**config.mk**
```make
export PLATFORM = sky130hd
export DESIGN_NAME = simple_mem_arbiter
export DESIGN_NICKNAME = d
export VERILOG_FILES = /design/src/rtl/simple_mem_arbiter.sv
export SDC_FILE = /design/constraint.sdc
export NUM_CORES = 1
export LEC_CHECK = 0
export CAP_MARGIN = 25
export CORE_MARGIN = 5
export CORE_UTILIZATION = 25
export CTS_CLUSTER_SIZE = 16
export DETAILED_ROUTE_END_ITERATION = 10
export GPL_TIMING_DRIVEN = 0
export RECOVER_POWER = 50
export SLEW_MARGIN = 20
export SYNTH_ARGS = -nofsm -noshare
export SYNTH_HDL_FRONTEND = slang
export SYNTH_SLANG_ARGS = --single-unit
```
**constraint.sdc**
```tcl
create_clock -name clk -period 2.2 [get_ports clk]
set_input_delay 0.55 -clock clk [delete_from_list [all_inputs] [get_ports clk]]
set_output_delay 0.55 -clock clk [all_outputs]
set_load 0.01 [all_outputs]
```
**src/rtl/simple_mem_arbiter.sv**
```systemverilog
// Single-port RAM arbiter for the SIMPLE processor: shares one RAM port between
// fetch (f), load/store (d) and debug/loader (x), sequencing reads through a latency wait.
module simple_mem_arbiter #(
  parameter int AW     = 16,
  parameter int DW     = 16,
  parameter int RD_LAT = 1
) (
  input  logic          clk,
  input  logic          reset,
  input  logic          f_req,
  input  logic [AW-1:0] f_addr,
  output logic          f_gnt,
  output logic          f_rvalid,
  input  logic          d_req,
  input  logic          d_we,
  input  logic [AW-1:0] d_addr,
  input  logic [DW-1:0] d_wdata,
  output logic          d_gnt,
  output logic          d_rvalid,
  input  logic          x_req,
  input  logic          x_we,
  input  logic [AW-1:0] x_addr,
  input  logic [DW-1:0] x_wdata,
  output logic          x_gnt,
  output logic          x_rvalid,
  output logic [DW-1:0] rdata,
  output logic [AW-1:0] mem_addr,
  output logic [DW-1:0] mem_wdata,
  output logic          mem_wren,
  input  logic [DW-1:0] mem_q,
  output logic          busy
);

  typedef enum logic {S_IDLE, S_RDWAIT} state_t;
  localparam int CW = 2;

  state_t        r_state, w_state_nxt;
  logic [CW-1:0] r_cnt, w_cnt_nxt;
  logic [AW-1:0] r_addr, w_addr_nxt;
  logic [2:0]    r_own, w_own_nxt;   // one-hot read owner {x, d, f}
  logic          r_fav_x, w_fav_x_nxt;

  logic          w_gnt_f, w_gnt_d, w_gnt_x;
  logic [AW-1:0] w_mem_addr;
  logic [DW-1:0] w_mem_wdata;
  logic          w_mem_wren;
  logic          w_rv_f, w_rv_d, w_rv_x;

  always_ff @(posedge clk or posedge reset) begin
    if (reset) begin
      r_state <= S_IDLE;
      r_cnt   <= '0;
      r_addr  <= '0;
      r_own   <= '0;
      r_fav_x <= 1'b0;
    end else begin
      r_state <= w_state_nxt;
      r_cnt   <= w_cnt_nxt;
      r_addr  <= w_addr_nxt;
      r_own   <= w_own_nxt;
      r_fav_x <= w_fav_x_nxt;
    end
  end

  always_comb begin
    w_state_nxt = r_state;
    w_cnt_nxt   = r_cnt;
    w_addr_nxt  = r_addr;
    w_own_nxt   = r_own;
    w_fav_x_nxt = r_fav_x;
    w_gnt_f     = 1'b0;
    w_gnt_d     = 1'b0;
    w_gnt_x     = 1'b0;
    w_rv_f      = 1'b0;
    w_rv_d      = 1'b0;
    w_rv_x      = 1'b0;
    w_mem_addr  = f_addr;
    w_mem_wdata = d_wdata;
    w_mem_wren  = 1'b0;
    case (r_state)
      S_IDLE: begin
        // d always first; x/f contention resolved by the fairness bit
        if (d_req)                            w_gnt_d = 1'b1;
        else if (x_req && (!f_req || r_fav_x)) w_gnt_x = 1'b1;
        else if (f_req)                        w_gnt_f = 1'b1;

        if (w_gnt_d) begin
          w_mem_addr  = d_addr;
          w_mem_wdata = d_wdata;
          w_mem_wren  = d_we;
        end else if (w_gnt_x) begin
          w_mem_addr  = x_addr;
          w_mem_wdata = x_wdata;
          w_mem_wren  = x_we;
        end

        if (w_gnt_x) w_fav_x_nxt = 1'b0;
        if (w_gnt_f) w_fav_x_nxt = 1'b1;

        if ((w_gnt_d || w_gnt_x || w_gnt_f) && !w_mem_wren) begin
          w_state_nxt = S_RDWAIT;
          w_cnt_nxt   = CW'(RD_LAT);
          w_addr_nxt  = w_mem_addr;
          w_own_nxt   = {w_gnt_x, w_gnt_d, w_gnt_f};
        end
      end
      S_RDWAIT: begin
        w_mem_addr = r_addr;
        w_cnt_nxt  = r_cnt - CW'(1);
        if (r_cnt == CW'(1)) begin
          w_rv_f      = r_own[0];
          w_rv_d      = r_own[1];
          w_rv_x      = r_own[2];
          w_state_nxt = S_IDLE;
        end
      end
      default: w_state_nxt = S_IDLE;
    endcase
  end

  assign f_gnt     = w_gnt_f;
  assign d_gnt     = w_gnt_d;
  assign x_gnt     = w_gnt_x;
  assign f_rvalid  = w_rv_f;
  assign d_rvalid  = w_rv_d;
  assign x_rvalid  = w_rv_x;
  assign rdata     = mem_q;
  assign mem_addr  = w_mem_addr;
  assign mem_wdata = w_mem_wdata;
  assign mem_wren  = w_mem_wren;
  assign busy      = (r_state == S_RDWAIT);

endmodule

```
==> impl_metrics.ini <==
[pwr]
ir_drop_v = 0.0004038
p_switching_w = 0.001345
power.internal_w = 0.002057
p_leak_nw = 2.065
p_per_area_nw_per_um2 = 784.2
power_frac_seq_pct = 22.6
pwr-share-clk_pct = 8.0
p_sw_share_pct = 39.53
p_comb_share_pct = 69.3

[drt]
post-route-drc-count = 0
first_pass_iters = 4
postRouteAntennaNets = 0
viasPerCell = 5.006
num_vias = 2673
routed_wl_um = 9668
dr.first_iter.drc_count = 92
avgRoutedWirePerCell_um = 18.10

[global_route]
grt_overflow = 0
gr-usage-all-layers_pct = 17.91
first_global_vias = 2717
grt_pass1_wl_um = 14500
antenna_found_initial = 0
grt_max_degree = 24

[floorplan]
dieArea_um2 = 9880
io_pins = 159
die_w_um = 99.40
initial_utilization_pct = 25.72
num_rows = 32
die_height_um = 99.40
core_area_um2 = 7767

[logic_synthesis]
seq_area_frac_synth_pct = 28.80
synth_nets = 334
synth-async-reset-ratio_pct = 100.0
synth.largest_area_cell = dfrtp_1
synth-edff-count = 0
ys_types = 36
synth_seq_cells = 23
synth_commonest_cells = 26 x a21oi_1, 23 x dfrtp_1, 17 x buf_4, 17 x mux2_2
ys_top_cells_by_area = dfrtp_1 29%, mux2_2 9.6%, a21oi_1 6.5%, buf_4 6.4%, a32o_1 4.5%
netlist_area_um2 = 1998
synth_top_area_share_pct = 28.80
ys.warnings.count = 0
synth_flop_cell = dfrtp_1
synth_most_common_cell = a21oi_1
postSynthAreaPerCell_um2 = 8.688
synth_cells = 230

[sta]
period_share_pct = 108.8
rsz0062_at_grt = true
finalSetupViolCount = 33
finalMaxSlewViolations = 0
max_slew_margin_pct = 27.15
fin_ws_ns = -0.1935
fin_skew_ns = 0.004903
fmaxAchievable_mhz = 417.8
tightestPinTransition_ns = 1.093
totalNegativeSetupSlack_ns = -3.736
min_period_ns = 2.393
hold_viol_final = 0

[final_layout]
multi_input_area_um2 = 1339
antenna_cells = 0
nets = 537
syn_to_final_growth_pct = 117.1
fillers = 674
drive_above_1_share_pct = 40.97
seq_area_um2 = 576.8

[placement]
place_hpwl_um = 6554
io_buffers = 142
dp_slack_ns = -1.153
gp_congestion = 0.7715

[worst_setup_path]
reg2regPathDepth = 15
worst-endpoint-required_ns = 1.65
crit_family = compound AO/OA/AOI/OAI gates
cp_num_cells = 7
crit_chain = nand2b_4, buf_12, buf_6, and3_4, a211o_1, a22o_1, buf_6
crit_path_frequent_cell = buf_6
critical_path.max_fanout = 6
slowest_stage = dfrtp_1
crit_buf_inv = 3
crit_type = reg2out
worst_setup_path_start_kind = flop
end_kind = primary output
max_stage_delay_ns = 0.39
worstPathArrival_ns = 1.84

[clock_network]
tritoncts_num_sinks = 23
cts_buffers = 3
clkTransAtPathRegs_ns = 0.09
tritoncts = built
cts-root-buf = clkbuf_8
hold_buffers = 0
cts-htree-levels = 1
clock_latency_ns = 0.27
clockBufferDepth = 2

[outcome]
status = complete, but fails checks
violations = setup timing

[worst_hold_path]
hold_path_depth = 1
hp-class = reg2reg

[flow_run]
max_cap_violations = 0
## logic make-up (layout without fill, tap and decap cells)
family / count (synthesis) / after routing / synth area share, %
AO/OA/AOI/OAI: 94 / 94 / 33.50
buffers and inverters: 50 / 252 / 14.59
AND/OR/NAND/NOR: 45 / 45 / 12.90
flip-flops: 23 / 23 / 28.80
multiplexers: 17 / 17 / 9.580
adder cells (fa/ha/maj): 1 / 1 / 0.6261
## through the flow
stage	std cells	cell area (um^2)	power [W]	utilization [%]	hold WS, ns
4_1_cts	523	4130	0.003249	53.17	0.4840
5_1_grt	534	4338	0.003607	55.85	0.4942
6_report	534	4338	0.003402	55.85	0.4872
3_5_place_dp	474	3547	0.002764	45.67	0.4627
3_3_place_gp	474	3547	0.002736	45.67	0.4531
2_1_floorplan	230	1998	0.001790	-	0.4426
## sequential cells by signal, indices dropped and copies added (netlist names)
signal and flops:
r_own 3, busy 1, r_fav_x 1, r_cnt 2
r_addr 16
## power groups by stage
stage	Clock (W)	Sequential (W)	Combinational, W
after floorplan	0	0.000735	0.00105
after global placement	0	0.000752	0.00198
after detailed placement	0	0.000762	0.00200
after CTS	0.000281	0.000756	0.00221
after global routing	0.000296	0.000788	0.00252
final	0.000274	0.000769	0.00236
## final timing paths
path,slack [ns],end,from
worst max-delay path,-0.19,mem_addr[6],r_fav_x
worst min-delay path,0.49,r_own[0],r_own[0]
worst max register to register,-0.02,r_addr[13],r_fav_x
worst min register to register,0.49,r_own[0],r_own[0]
max in group asynchronous,0.22,busy,reset
min in group asynchronous,0.63,r_addr[14],reset
## worst register-to-register path: cells and delay by family (launching register included)
kind	cells	cell delay (ns)
flops	1	0.39
simple gates	2	0.25
buf+inv	11	1.36
compound gates	2	0.15
## cell type report
cell class | instances | share of cell area (%)
Timing Repair Buffer | 198 | 43.29
Multi-Input combinational cell | 157 | 30.86
Sequential cell | 23 | 13.30
Buffer | 35 | 7.182
Tap cell | 102 | 2.942
Inverter | 15 | 1.356
Clock buffer | 3 | 0.9518
Clock inverter | 1 | 0.1154
## per-layer routing
layer / global-route usage [%] / vias to the layer above / wire length (um)
met4: 2.731 / 0 / 73
met2: 32.08 / 127 / 4761
met3: 4.208 / 6 / 848
met1: 22.23 / 1295 / 3984
met5: 0 / - / 0
li1: - / 1245 / -
## cell usage in the layout (no fill, tap or decap), types with 2 or more instances in the layout
master,instances
nand2b_1,3
nor2b_1,5
o21ai_0,14
a21oi_4,4
buf_16,2
o31ai_1,6
and3_1,7
inv_1,13
clkbuf_8,6
buf_2,21
a31o_2,2
clkdlybuf4s15_2,2
buf_12,3
and3_4,3
clkbuf_1,3
mux2_4,16
dlymetal6s2s_1,2
dlygate4sd3_1,10
o2bb2ai_1,6
a31o_4,5
buf_8,5
nand2_1,9
dfrtp_1,22
and3_2,2
a211o_1,9
a21oi_1,19
buf_6,27
a32o_1,9
clkdlybuf4s50_1,89
dlygate4sd2_1,3
a21oi_2,3
nor2_1,9
clkbuf_4,2
a22o_1,10
buf_4,61
## timing repair
| item | CTS | global route |
|---|---|---|
| cloned | 4 | 0 |
| buffers inserted | 41 | 11 |
| endpoints found under the setup margin | 39 | 37 |
| pin swaps | 18 | 25 |
| hold endpoints to repair | 0 | 0 |
| resized for setup | 231 | 29 |
Power figures use the tool's default switching activity.
